<file path="src/rtl/spi_boot_pkg.sv">
//------------------------------------------------------------------------------
// Module   : spi_boot_pkg
// Purpose  : Shared FSM state encoding and SPI flash constants for the
//            SPI boot loader.
// Revision : 1.0  initial release
//------------------------------------------------------------------------------
`default_nettype none

package spi_boot_pkg;

  typedef enum logic [2:0] {
    ST_IDLE  = 3'd0,
    ST_CMD   = 3'd1,
    ST_ADDR  = 3'd2,
    ST_DATA  = 3'd3,
    ST_WRITE = 3'd4,
    ST_DONE  = 3'd5,
    ST_FAIL  = 3'd6
  } state_t;

  // Standard serial-flash READ opcode
  localparam logic [7:0] OPCODE_READ = 8'h03;
  // Erased flash reads back as all ones
  localparam logic [7:0] BLANK_BYTE  = 8'hFF;

endpackage

`default_nettype wire

</file>
<file path="src/rtl/spi_boot_shifter.sv">
//------------------------------------------------------------------------------
// Module   : spi_boot_shifter
// Purpose  : SPI mode-0 byte engine. A go pulse shifts one byte out on MOSI
//            (MSB first) while capturing MISO on rising SCLK; done pulses
//            after the eighth falling edge. With tail=1 it only waits one
//            SCLK half-period with SCLK low (used to pad CS release).
// Revision : 1.0  initial release
//------------------------------------------------------------------------------
`default_nettype none

module spi_boot_shifter #(
  parameter int CLK_DIV = 2
) (
  input  logic       clk,
  input  logic       rst_n,
  input  logic       go,
  input  logic       tail,
  input  logic [7:0] tx_byte,
  output logic [7:0] rx_byte,
  output logic       done,
  output logic       sclk,
  output logic       mosi,
  input  logic       miso
);

  localparam int DIV_W = (CLK_DIV > 1) ? $clog2(CLK_DIV) : 1;
  localparam logic [DIV_W-1:0] DIV_LAST = DIV_W'(CLK_DIV - 1);

  logic             active;
  logic             tail_q;
  logic [DIV_W-1:0] div_cnt;
  logic [2:0]       bit_cnt;
  logic [7:0]       tx_sh;
  logic [7:0]       rx_sh;

  assign rx_byte = rx_sh;

  // Half-period divider, SCLK generation and the tx/rx shift registers
  always_ff @(posedge clk or negedge rst_n) begin
    if (!rst_n) begin
      active  <= 1'b0;
      tail_q  <= 1'b0;
      div_cnt <= '0;
      bit_cnt <= '0;
      tx_sh   <= '0;
      rx_sh   <= '0;
      done    <= 1'b0;
      sclk    <= 1'b0;
      mosi    <= 1'b0;
    end else begin
      done <= 1'b0;
      if (go && !active) begin
        active  <= 1'b1;
        tail_q  <= tail;
        div_cnt <= '0;
        bit_cnt <= '0;
        tx_sh   <= tx_byte;
        // First bit must be valid for a full low phase before the rising edge
        if (!tail) mosi <= tx_byte[7];
      end else if (active) begin
        if (div_cnt == DIV_LAST) begin
          div_cnt <= '0;
          if (tail_q) begin
            active <= 1'b0;
            done   <= 1'b1;
          end else if (!sclk) begin
            sclk  <= 1'b1;
            rx_sh <= {rx_sh[6:0], miso};
          end else begin
            sclk <= 1'b0;
            if (bit_cnt == 3'd7) begin
              active <= 1'b0;
              done   <= 1'b1;
            end else begin
              bit_cnt <= bit_cnt + 3'd1;
              tx_sh   <= {tx_sh[6:0], 1'b0};
              mosi    <= tx_sh[6];
            end
          end
        end else begin
          div_cnt <= div_cnt + 1'b1;
        end
      end
    end
  end

endmodule

`default_nettype wire

</file>
<file path="src/rtl/spi_boot_loader.sv">
//------------------------------------------------------------------------------
// Module   : spi_boot_loader
// Purpose  : Copies a block of bytes from a SPI serial flash (READ 0x03) into
//            a 16-bit addressed memory through a mem_we/mem_ready handshake.
//            Optional feature macro SPI_BOOT_CHECKSUM_EN: one extra trailing
//            byte is read as an 8-bit checksum (data sum + checksum == 0).
// Revision : 1.0  initial release
//------------------------------------------------------------------------------
`default_nettype none

module spi_boot_loader
  import spi_boot_pkg::*;
#(
  parameter int ADDR_W  = 24,
  parameter int LEN_W   = 16,
  parameter int CLK_DIV = 2
) (
  input  logic              wb_clk_i,
  input  logic              rst_n,
  input  logic              start,
  input  logic [ADDR_W-1:0] flash_base,
  input  logic [LEN_W-1:0]  length,
  input  logic [15:0]       dest_base,
  output logic              spi_cs_n,
  output logic              spi_sclk,
  output logic              spi_mosi,
  input  logic              spi_miso,
  output logic [15:0]       mem_addr,
  output logic [7:0]        mem_wdata,
  output logic              mem_we,
  input  logic              mem_ready,
  output logic              busy,
  output logic              done,
  output logic              fail
);

  localparam int ADDR_BYTES = ADDR_W / 8;

  state_t            state;
  logic              sh_go;
  logic              sh_tail;
  logic              sh_done;
  logic [7:0]        sh_tx;
  logic [7:0]        sh_rx;
  logic [ADDR_W-1:0] addr_sh;
  logic [2:0]        addr_left;
  logic [LEN_W-1:0]  remain;
  logic [15:0]       wr_addr;
  logic              first;
  logic              closing;
  logic              close_fail;
`ifdef SPI_BOOT_CHECKSUM_EN
  logic [7:0]        csum;
`endif

  spi_boot_shifter #(.CLK_DIV(CLK_DIV)) u_shifter (
    .clk     (wb_clk_i),
    .rst_n   (rst_n),
    .go      (sh_go),
    .tail    (sh_tail),
    .tx_byte (sh_tx),
    .rx_byte (sh_rx),
    .done    (sh_done),
    .sclk    (spi_sclk),
    .mosi    (spi_mosi),
    .miso    (spi_miso)
  );

  // Transfer sequencing: command, address, data bytes, memory write handshake
  always_ff @(posedge wb_clk_i or negedge rst_n) begin
    if (!rst_n) begin
      state      <= ST_IDLE;
      spi_cs_n   <= 1'b1;
      mem_addr   <= '0;
      mem_wdata  <= '0;
      mem_we     <= 1'b0;
      busy       <= 1'b0;
      done       <= 1'b0;
      fail       <= 1'b0;
      sh_go      <= 1'b0;
      sh_tail    <= 1'b0;
      sh_tx      <= '0;
      addr_sh    <= '0;
      addr_left  <= '0;
      remain     <= '0;
      wr_addr    <= '0;
      first      <= 1'b0;
      closing    <= 1'b0;
      close_fail <= 1'b0;
`ifdef SPI_BOOT_CHECKSUM_EN
      csum       <= '0;
`endif
    end else begin
      sh_go <= 1'b0;
      case (state)
        ST_IDLE, ST_DONE, ST_FAIL: begin
          if (start) begin
            done       <= 1'b0;
            fail       <= 1'b0;
            first      <= 1'b1;
            closing    <= 1'b0;
            close_fail <= 1'b0;
            remain     <= length;
            wr_addr    <= dest_base;
            addr_sh    <= flash_base;
`ifdef SPI_BOOT_CHECKSUM_EN
            csum       <= '0;
`endif
            if (length == '0) begin
              state <= ST_DONE;
              done  <= 1'b1;
            end else begin
              state    <= ST_CMD;
              spi_cs_n <= 1'b0;
              busy     <= 1'b1;
              sh_go    <= 1'b1;
              sh_tail  <= 1'b0;
              sh_tx    <= OPCODE_READ;
            end
          end
        end
        ST_CMD: begin
          if (sh_done) begin
            state     <= ST_ADDR;
            sh_tx     <= addr_sh[ADDR_W-1 -: 8];
            addr_sh   <= addr_sh << 8;
            addr_left <= 3'(ADDR_BYTES - 1);
            sh_go     <= 1'b1;
          end
        end
        ST_ADDR: begin
          if (sh_done) begin
            sh_go <= 1'b1;
            if (addr_left == 3'd0) begin
              state <= ST_DATA;
              sh_tx <= 8'h00;
            end else begin
              sh_tx     <= addr_sh[ADDR_W-1 -: 8];
              addr_sh   <= addr_sh << 8;
              addr_left <= addr_left - 3'd1;
            end
          end
        end
        ST_DATA: begin
          if (sh_done) begin
            if (closing) begin
              // Trailing half-period elapsed: release CS and report
              spi_cs_n <= 1'b1;
              busy     <= 1'b0;
              closing  <= 1'b0;
              if (close_fail) begin
                state <= ST_FAIL;
                fail  <= 1'b1;
              end else begin
                state <= ST_DONE;
                done  <= 1'b1;
              end
            end else if (first && sh_rx == BLANK_BYTE) begin
              closing    <= 1'b1;
              close_fail <= 1'b1;
              sh_go      <= 1'b1;
              sh_tail    <= 1'b1;
`ifdef SPI_BOOT_CHECKSUM_EN
            end else if (remain == '0) begin
              // Checksum byte: never written, only verified
              closing    <= 1'b1;
              close_fail <= ((csum + sh_rx) != 8'h00);
              sh_go      <= 1'b1;
              sh_tail    <= 1'b1;
`endif
            end else begin
              state     <= ST_WRITE;
              mem_we    <= 1'b1;
              mem_addr  <= wr_addr;
              mem_wdata <= sh_rx;
              wr_addr   <= wr_addr + 16'd1;
              remain    <= remain - 1'b1;
              first     <= 1'b0;
`ifdef SPI_BOOT_CHECKSUM_EN
              csum      <= csum + sh_rx;
`endif
            end
          end
        end
        ST_WRITE: begin
          // SCLK stays low here because the shifter is idle until sh_go
          if (mem_ready) begin
            mem_we <= 1'b0;
            state  <= ST_DATA;
            sh_go  <= 1'b1;
            sh_tx  <= 8'h00;
`ifdef SPI_BOOT_CHECKSUM_EN
            sh_tail <= 1'b0;
`else
            sh_tail    <= (remain == '0);
            closing    <= (remain == '0);
            close_fail <= 1'b0;
`endif
          end
        end
        default: state <= ST_IDLE;
      endcase
    end
  end

endmodule

`default_nettype wire

</file>
<file path="config.mk">
export PLATFORM = sky130hd
export DESIGN_NAME = spi_boot_loader
export DESIGN_NICKNAME = d
export VERILOG_FILES = /design/src/rtl/spi_boot_pkg.sv /design/src/rtl/spi_boot_shifter.sv /design/src/rtl/spi_boot_loader.sv
export SDC_FILE = /design/constraint.sdc
export NUM_CORES = 1
export LEC_CHECK = 0
export ABC_CLOCK_PERIOD_IN_PS = 5200
export CAP_MARGIN = 10
export CELL_PAD_IN_SITES_DETAIL_PLACEMENT = 1
export CELL_PAD_IN_SITES_GLOBAL_PLACEMENT = 1
export CORE_MARGIN = 4
export CORE_UTILIZATION = 46
export DETAILED_ROUTE_END_ITERATION = 16
export PLACE_DENSITY_LB_ADDON = 0.1
export SYNTH_ARGS = -nofsm -noshare
export SYNTH_HDL_FRONTEND = slang
export SYNTH_SLANG_ARGS = --single-unit
</file>
<file path="constraint.sdc">
create_clock -name wb_clk_i -period 5.2 [get_ports wb_clk_i]
set_input_delay 0.78 -clock wb_clk_i [delete_from_list [all_inputs] [get_ports wb_clk_i]]
set_output_delay 0.78 -clock wb_clk_i [all_outputs]
set_load 0.02 [all_outputs]
</file>
Word level (Yosys, flattened, before mapping)
Index checks and enable logic that the tools add are counted.
Storage, ports and cells
  bits in registers: 128
  input port bits: 61
  logic and storage cells: 216
  output and inout port bits: 31
Operators by class
  reduce and logical (&&, ||, !) cells: 35
  muxes and demuxes: 118
  $add $sub $neg: 5
  equality and inequality tests: 26
  bitwise gates (word level): 5
Operators by type and width (count)
  two-way mux 16 bit: 8
  two-way mux 24 bit: 4
  case mux 24 bit (3 select lines): 1
  case mux 16 bit (2 select lines): 2
  two-way mux 1 bit: 60
  two-way mux 3 bit: 17
  two-way mux 8 bit: 6
  two-way mux 7 bit: 6
  AND reduction 5 bit: 8
  zero test 16 bit: 2
  case mux 8 bit (4 select lines): 1
  != test 2 bit (second input constant): 13
  AND reduction 6 bit: 3
  adder 16 x 1 -> 16 bit (second input constant): 1
  AND reduction 4 bit: 4
  subtractor 16 x 1 -> 16 bit (second input constant): 1
  case mux 3 bit (5 select lines): 1
  AND reduction 7 bit: 2
  == test 3 bit (second input constant): 4
  case mux 1 bit (2 select lines): 6
  nonzero test 2 bit: 6
  case mux 1 bit (3 select lines): 3
  == test 8 bit (second input constant): 1
  != test 2 x 1 -> 1 bit (second input constant): 4
  other kinds (17): 25

Longest topological paths before layout
Gate-level depths: netlist of the first run.
  word-level depth: 7
  depth in mapped cells: 8
  gate-level depth less buffers: 7

Modules after synthesis
Synthesis of the first run repeated with hierarchy kept, for this count alone.
Unflattened totals
  cells, all modules: 628
  area total of the unflattened synthesis: 6429.9 sq um
By module, submodules not included
  spi_boot_loader: area an instance 5367.6 sq um, cells each 531, seq. area each 2603.7 sq um, times used 1
  spi_boot_shifter: area an instance 1062.3 sq um, cells each 97, seq. area each 600.6 sq um, times used 1

Worst setup path after synthesis of the first run
Ideal clock, no wire load.
  path type: input-to-reg
  from: in length[11]
  to: reg sh_tx[0]
  slack: 3167 ps
  stages: 5
  required time: 5075 ps
  library setup time: 125 ps
  data arrival time: 1909 ps
  path buffers: 0
  path through: nor4_1 -> nand4_1 -> nand2b_1 -> nand3_2 -> mux2_2
On the way
  word-level cells in the longest chain between the ends: 3
Ends and longest elaborated chain
  from (decl): line spi_boot_loader.sv:22  | input logic [LEN_W-1:0] length,
  zero test 16 bit: line spi_boot_loader.sv:109  | if (length == '0) begin
  != test 2 bit (no source line)
  AND reduction 6 bit (no source line)
  to (signal assigned): line spi_boot_loader.sv:125  | sh_tx <= addr_sh[ADDR_W-1 -: 8];
  to (signal assigned): line spi_boot_loader.sv:138  | sh_tx <= addr_sh[ADDR_W-1 -: 8];
  to (decl): line spi_boot_loader.sv:43  | logic [7:0] sh_tx;
No other way between the ends.
A chain may end at the register's enable or synchronous reset.

Worst setup path after layout of the first run
  from: reg state[0]
  to: reg wr_addr[14]
On the way
  word-level cells in the longest chain between the ends: 4
Ends and longest elaborated chain
  from (decl): line spi_boot_loader.sv:39  | state_t state;
  from (signal assigned): line spi_boot_loader.sv:72  | state <= ST_IDLE;
  from (signal assigned): line spi_boot_loader.sv:110  | state <= ST_DONE;
  from (signal assigned): line spi_boot_loader.sv:113  | state <= ST_CMD;
  == test 3 bit / zero test 3 bit (equally long branches): line spi_boot_loader.sv:95  | case (state)
  OR reduction 3 bit: line spi_boot_loader.sv:95
  != test 2 bit (no source line) / nonzero test 2 bit (equally long branches)
  AND reduction 5 bit (no source line)
  to (signal assigned): line spi_boot_loader.sv:104  | wr_addr <= dest_base;
  to (signal assigned): line spi_boot_loader.sv:176  | wr_addr <= wr_addr + 16'd1;
  to (decl): line spi_boot_loader.sv:48  | logic [15:0] wr_addr;
Several ways; a longest one is shown, not always the timed one.

==> metrics, run 1 <==
Placed Cells=910; Core Region=13800 um2; Avg Cell Area, Syn=9.71 um2; Final nets=817; gr ovfl total=0; most frequent cells in the layout=127 x dfrtp_1, 95 x nand2_1, 90 x clkdlybuf4s50_1, 58 x o21ai_0, 51 x mux2_2; CP max stage delay=690 ps; Final Core Density=0.587; Starting Density=0.469; non-filler cells, final=942; Final period util=0.573; register area share after synthesis=0.494; Main synth FF type=dfrtp_1; Slew Limit Fails=0; number of global-route vias before repair=5967; H-tree levels=4; Yosys Warn Count=0; Post-synth EDFFs=0; Crit Path Max Fanout=69; RSZ-0062 raised after global routing=no; IO Port Bufs=91; Worst Setup End Kind=register; most used cell, CP=nand2_1; asr flop ratio synth=1.00; Gate Count Post-Synth=668; antenna violations before repair=0; Final Setup Violations=0; leakage=0.00346 uW; commonest non-fill, non-tap cell in the layout=dfrtp_1; Root Driver=clkbuf_16; GRT Total Usage=0.241; CP Launch Type=register; Slew headroom=0.246; I/O pins=92; Sink Count=128; first-iteration detailed-routing DRC count=396; chip width=127 um; HPWL Detailed=12900 um; DR DRC count=0; max-cap viol count=0; Final Hold Viols=0; CTS tree=done; crit-path cells=and3b_2, buf_4, nand2_1, nand2_1, o21ai_0; area of the multi-input gates=3030 um2; largest net degree at the start of global routing=70; Routed WL per cell=19.7 um; full die area=16100 um2; Worst Tran Pin Value=1130 ps; Layout area overhead=25.2%; DRT Pass-1 Iters=4; area leader, netlist=dfrtp_1; Worst Hold Class=in2async; buffer depth of the longest clock path=2; Layout Skew=7.89 ps; Min Clock Period, post-route=2980 ps; vias per inst=5.83; Distinct cells, synth=62; Total Routed Length=18600 um; area share of the largest cell type after synthesis=0.490; cts hold-fix bufs=0; share of layout cells above drive strength 1=0.136; Filler Cells Inserted=1493; CP Class=reg2reg; Worst Path Required=5480 ps; first-pass GRT wire length=31100 um; vias=5489; row cnt=43; cts bufs inserted=17; pwr/cell area=281 nW/um2; Arr. time, crit path=3260 ps; Syn Std Cell Area=6490 um2; register area=3200 um2; gp weighted congestion=0.843; Setup Fix Bufs, Post-CTS=0; FMAX=336 MHz; Final TNS setup=0 ps; most area-consuming cells after synthesis=dfrtp_1 49%, mux2_2 8.9%, nand2_1 5.5%, o21ai_0 4.5%, mux2i_1 3.9%; clock slew at reported path FFs=60 ps; register bit total from synthesis=128; Synthesized Nets=736; status=completed; Post-CTS Resized=0; Worst VDD drop=263 uV; ant diodes=0; clk_lat worst skew=420 ps; Register-to-Register Path Depth=5; Final ANT Viol Nets=0; Crit-path slowest cell=dfrtp_1; Die Y=127 um
==> where the power goes <==
part	total, uW	internal [uW]	switching (uW)
Combinational	84.5	46.3	38.2
Clock	1190	732	459
Sequential	1000	1000	3.46
==> cell usage after synthesis, types with 6 or more instances <==
library cell  number
a21oi_1           46
a31oi_1           22
buf_2             11
clkbuf_1          22
dfrtp_1          127
ha_1               7
inv_1             24
mux2_2            51
mux2i_1           25
nand2_1           95
nand2b_1           8
nand3_1           16
nand4_1            8
nor2_1            37
nor3_1            15
nor4_1             7
o21ai_0           58
o22ai_1            6
o31ai_1            6
==> cells by family (layout without fill, tap and decap cells) <==
logic type	count (synthesis)	count (layout)	synth area share
flip-flops	128	128	0.494
AND/OR/NAND/NOR	220	220	0.162
XOR/XNOR	3	3	0.00405
buffers and inverters	62	156	0.0397
adder cells (fa/ha/maj)	7	7	0.0135
AO/OA/AOI/OAI	171	171	0.157
multiplexers	77	77	0.129
==> worst paths after layout <==
check,startpoint,to,slack [ps]
min reg2reg,mem_we$_DFFE_PN0P_,mem_we$_DFFE_PN0P_,480
max,state[0]$_DFFE_PN0P_,wr_addr[14]$_DFFE_PN0P_,2220
max reg2reg,state[0]$_DFFE_PN0P_,wr_addr[14]$_DFFE_PN0P_,2220
max in group asynchronous,rst_n,u_shifter.rx_byte[3]$_DFFE_PN0P_,3960
min in group wb_clk_i,mem_we$_DFFE_PN0P_,mem_we$_DFFE_PN0P_,480
min,rst_n,addr_left[0]$_DFFE_PN0P_,220
==> state kept, by name, indices dropped and copies added (netlist names), 7 cells and up <==
signal	flops
addr_sh	24
mem_addr	16
mem_wdata	8
remain	16
sh_tx	8
u_shifter.rx_byte	8
u_shifter.tx_sh	7
wr_addr	16
==> routing by layer <==
metal / GRT usage / share of wire
met1: 0.315 / 0.44
met2: 0.389 / 0.48
met3: 0.0648 / 0.055
met4: 0.0801 / 0.018
met5: 0 / 0
==> worst max-delay path: cells and delay by family (launching register included) <==
family / cells / cell delay, ps
compound gates: 1 / 180
buf+inv: 1 / 510
flops: 1 / 690
simple gates: 3 / 1420
==> final cells by class <==
class                   count  share of cell area
inverters                  24              0.0111
multi-input cells         478               0.373
repair buffers            100               0.120
clock inverters            12              0.0165
well taps                 180              0.0277
flip-flops and latches    128               0.395
clock buffers              20              0.0563
==> through the flow <==
stage / total power [uW] / setup slack [ps] / hold WS [ps] / instance area, um2
4_1_cts: 2300 / 2220 / 204 / 8120
3_3_place_gp: 1100 / 2210 / 461 / 7530
5_1_grt: 2350 / 1930 / 216 / 8120
6_report: 2280 / 2220 / 215 / 8120
2_1_floorplan: 1030 / 3170 / 444 / 6490
3_5_place_dp: 1110 / 2040 / 469 / 7530
(Power assumes the default switching activity.)
==> inputs of run 2 (changes only) <==
Settings changed: ABC_CLOCK_PERIOD_IN_PS 5200 to 3100, CORE_UTILIZATION 46 to 42.
Clock period 5.2 ns to 3.1 ns, I/O delays scaled along.
==> metrics, run 2 (synthesized netlist as in run 1, its figures left out) <==
Final nets=826; Top reg by flops=addr_sh; Die Y=132 um; CTS tree=done; Worst Tran Pin Value=977 ps; Worst VDD drop=343 uV; Final ANT Viol Nets=0; Worst Setup End Kind=register; Sink Count=128; vias per inst=5.82; Psw=831 uW; most frequent cells in the layout=127 x dfrtp_1, 95 x nand2_1, 90 x clkdlybuf4s50_1, 58 x o21ai_0, 51 x mux2_2; non-filler cells, final=959; Layout area overhead=27.2%; row cnt=45; CP Launch Type=register; gp weighted congestion=0.864; Slew Limit Fails=0; Post-CTS Resized=0; Crit Path Max Fanout=24; Starting Density=0.428; crit-path cells=xor2_1, mux2_2, nand2_1, o21ai_2, buf_4, mux2_2; P_int=3090 uW; Layout Skew=8.90 ps; pre-CTS setup slack=487 ps; clock slew at reported path FFs=60 ps; fin worst setup slack=590 ps; max-cap viol count=0; CP max stage delay=710 ps; DR DRC count=0; buffer depth of the longest clock path=2; Reg power frac=0.429; Comb power frac=0.037; Placed Cells=926; largest net degree at the start of global routing=80; Root Driver=clkbuf_16; Routed WL per cell=19.9 um; clk_lat worst skew=420 ps; Switching Fraction=0.212; Final Setup Violations=0; number of global-route vias before repair=6117; WHS=488 ps; CP Class=reg2reg; GRT Total Usage=0.228; max reg flops=24; most used cell, CP=mux2_2; H-tree levels=4; gr ovfl total=0; commonest non-fill, non-tap cell in the layout=dfrtp_1; pwr/cell area=476 nW/um2; Worst Hold Class=reg2reg; FMAX=398 MHz; status=completed; cts bufs inserted=17; first-pass GRT wire length=32000 um; IO Port Bufs=91; vias=5579; Final period util=0.810; Core Region=15100 um2; clock share of power=0.535; chip width=132 um; share of layout cells above drive strength 1=0.147; Slew headroom=0.345; area post-placement=7620 um2; DRT Pass-1 Iters=5; Total Routed Length=19100 um; first-iteration detailed-routing DRC count=280; Min Clock Period, post-route=2510 ps; RSZ-0062 raised after global routing=no; leakage=0.00351 uW; HPWL Detailed=13200 um; I/O pins=92; full die area=17500 um2; antenna violations before repair=0; Final Hold Viols=0; Arr. time, crit path=2810 ps; fin area=8250 um2; Crit-path slowest cell=dfrtp_1; Worst Path Required=3400 ps; ant diodes=0; Final TNS setup=0 ps
run 2: changes by cell type in the layout (fill, tap and decap cells not counted), sizes merged:
cell,delta
dlygate4sd3,+1
bufinv,+2
clkinvlp,+4
clkinv,-2
buf,+8
inv,-1
clkbuf,-3
run 2: power by group through the flow:
stage / Sequential, uW / Combinational (uW) / Clock (uW)
floorplan: 1710 / 18.3 / 0
finish: 1680 / 144 / 2100
detailed placement: 1710 / 145 / 0
global route: 1680 / 160 / 2240
global placement: 1710 / 142 / 0
CTS: 1680 / 148 / 2150
run 2: path summary, 6_finish.rpt:
kind	start	end	slack, ps	cells past startpoint
min in group asynchronous	rst_n	addr_left[2]$_DFFE_PN0P_	510	2
hold / removal	sh_tx[1]$_DFFE_PN0P_	u_shifter.tx_sh[1]$_DFFE_PN0P_	490	2
hold reg to reg	sh_tx[1]$_DFFE_PN0P_	u_shifter.tx_sh[1]$_DFFE_PN0P_	490	2
setup reg to reg	state[0]$_DFFE_PN0P_	addr_sh[10]$_DFFE_PN0P_	590	6
setup / recovery	state[0]$_DFFE_PN0P_	addr_sh[10]$_DFFE_PN0P_	590	6
max in group asynchronous	rst_n	mem_wdata[3]$_DFFE_PN0P_	1870	3
run 2: area by class of cell:
| class | instances | area, um2 |
|---|---|---|
| Tap cell | 188 | 235 |
| Clock buffer | 17 | 425 |
| Inverter | 24 | 90.1 |
| Timing Repair Buffer | 109 | 1070 |
| Fill cell | 1691 | 6890 |
| Sequential cell | 128 | 3200 |
| Multi-Input combinational cell | 478 | 3030 |
| Clock inverter | 15 | 194 |
run 2: per-stage QoR:
stage / util / power [uW]
global route: 0.545 / 4080
CTS: 0.545 / 3980
global placement: 0.503 / 1850
detailed placement: 0.503 / 1860
finish: 0.545 / 3930
floorplan: - / 1730
run 2: per-layer routing:
layer / vias up / track usage / part of all wire
li1: 2593 / - / -
met1: 2800 / 0.285 / 0.43
met2: 150 / 0.374 / 0.49
met3: 36 / 0.0653 / 0.066
met4: 0 / 0.0878 / 0.022
met5: - / 0 / 0
run 2: critical path: cells and delay by family, from the launching register on:
family	cells	cell delay, ps
muxes	2	730
DFF	1	710
xor gates and xnor gates	1	400
buffers and inverters	1	360
and+or+nand+nor	1	100
AOI/OAI and AO/OA	1	80
run 2: repair_timing:
item,4_1_cts,5_1_grt
hold buffers,1,0
buffers inserted,0,0
hold endpoints to repair,21,0
==> inputs of run 3 (changes only) <==
Settings changed: ABC_CLOCK_PERIOD_IN_PS 3100 to 2460.
Clock period 3.1 ns to 2.46 ns, I/O delays scaled along.
==> metrics, run 3 (synthesized netlist as in run 1, its figures left out) <==
Final nets=848; leakage=0.00363 uW; Slew headroom=0.507; CP max stage delay=590 ps; Starting Density=0.428; CTS tree=done; Final ANT Viol Nets=0; Crit Path Max Fanout=13; vias=5647; crit-path cells=xor2_1, mux2_2, a21o_2, nand2_1, o22a_1; Slew Limit Fails=0; CP Class=reg2reg; gp weighted congestion=0.862; status=completed; IO Port Bufs=91; FMAX=449 MHz; DR DRC count=0; chip width=132 um; Root Driver=clkbuf_16; HPWL Detailed=12900 um; Core Region=15100 um2; gr ovfl total=0; Worst Path Required=2770 ps; Filler Cells Inserted=1681; M1 WL=8490 um; Worst Setup End Kind=register; Routed WL per cell=19.2 um; DRT Pass-1 Iters=4; Arr. time, crit path=2530 ps; vias per inst=5.76; Worst Hold Class=in2async; Final period util=0.905; clk_lat worst skew=430 ps; CP Launch Type=register; Top reg by flops=addr_sh; fin area=8450 um2; Layout Skew=11.0 ps; row cnt=45; first-iteration detailed-routing DRC count=423; GRT Total Usage=0.223; most frequent cells in the layout=127 x dfrtp_1, 95 x nand2_1, 90 x clkdlybuf4s50_1, 58 x o21ai_0, 51 x mux2_2; Min Clock Period, post-route=2230 ps; number of global-route vias before repair=6060; clock slew at reported path FFs=60 ps; Worst Tran Pin Value=740 ps; area post-placement=7760 um2; buffer depth of the longest clock path=2; max-cap viol count=0; Sink Count=128; share of layout cells above drive strength 1=0.173; Die Y=132 um; cts bufs inserted=17; commonest non-fill, non-tap cell in the layout=dfrtp_1; routed wl met2=9040 um; pre-CTS setup slack=-17.8 ps; RSZ-0062 raised after global routing=no; Final Hold Viols=0; Crit-path slowest cell=dfrtp_1; largest net degree at the start of global routing=129; Layout area overhead=30.3%; I/O pins=92; antenna violations before repair=0; met3 WL=1060 um; pwr/cell area=578 nW/um2; WHS=14.1 ps; Final Setup Violations=0; fin worst setup slack=233 ps; H-tree levels=4; max reg flops=24; Worst VDD drop=465 uV; ant diodes=0; Total Routed Length=18800 um; first-pass GRT wire length=31600 um; full die area=17500 um2; max layer used=met4
-- run 3: cell count changes in the layout (fill, tap and decap cells not counted), sizes merged --
cell / before / now
clkinv: 5 / 4
buf: 18 / 41
clkbuf: 17 / 21
inv: 24 / 26
clkinvlp: 6 / 3
bufinv: 4 / 2
dlygate4sd3: 1 / 0
-- run 3: final cells by class --
type,instances,area [um2],area share
Clock inverter,11,128,0.0151
Sequential cell,128,3200,0.379
Timing Repair Buffer,131,1270,0.150
Tap cell,188,235,0.0278
Inverter,24,90.1,0.0107
Clock buffer,21,480,0.0569
Multi-Input combinational cell,478,3040,0.360
-- run 3: worst max-delay path, delay by kind of cell (launching register included) --
kind             cells  cell delay, ps
multiplexers         1             300
XOR/XNOR             1             280
AND/OR/NAND/NOR      1             330
AO/OA/AOI/OAI        2             600
flip-flops           1             590
-- run 3: through the flow --
| stage | std cells | TNS (ps) | utilization | power [uW] |
|---|---|---|---|---|
| 2_1_floorplan | 668 | 0 | - | 2180 |
| 3_3_place_gp | 944 | 0 | 0.512 | 2340 |
| 3_5_place_dp | 944 | -17.8 | 0.512 | 2340 |
| 4_1_cts | 976 | 0 | 0.553 | 4950 |
| 5_1_grt | 981 | 0 | 0.558 | 5050 |
| 6_report | 981 | 0 | 0.558 | 4890 |
-- run 3: path summary, 6_finish.rpt --
kind,startpoint,to,slack [ps],depth (start not counted)
setup / recovery,state[0]$_DFFE_PN0P_,remain[9]$_DFFE_PN0P_,230,5
hold / removal,rst_n,u_shifter.sclk$_DFFE_PN0P_,10,2
setup reg to reg,state[0]$_DFFE_PN0P_,remain[9]$_DFFE_PN0P_,230,5
hold reg to reg,fail$_DFFE_PN0P_,fail$_DFFE_PN0P_,500,2
max in group asynchronous,rst_n,mem_addr[4]$_DFFE_PN0P_,1870,2
min in group wb_clk_i,fail$_DFFE_PN0P_,fail$_DFFE_PN0P_,500,2
-- run 3: routing by layer --
layer / up-vias / global-route usage
li1: 2625 / -
met1: 2869 / 0.299
met2: 136 / 0.355
met3: 17 / 0.0656
met4: 0 / 0.0612
met5: - / 0
-- run 3: what timing repair did --
| action | in CTS | in global routing |
|---|---|---|
| setup endpoints to repair | 2 | 12 |
| cloned | 0 | 0 |
| hold buffers | 0 | 0 |
| pin swaps | 0 | 1 |
| buffers inserted | 0 | 5 |
| gates resized for setup | 1 | 1 |
-- run 3: where the power goes --
group	switching [uW]	leakage [uW]	total [uW]	internal, uW
logic	80.0	0.00171	180	100
clock network	981	0.000292	2590	1600
registers	7.26	0.00164	2120	2110
total	1070	0.00363	4890	3820
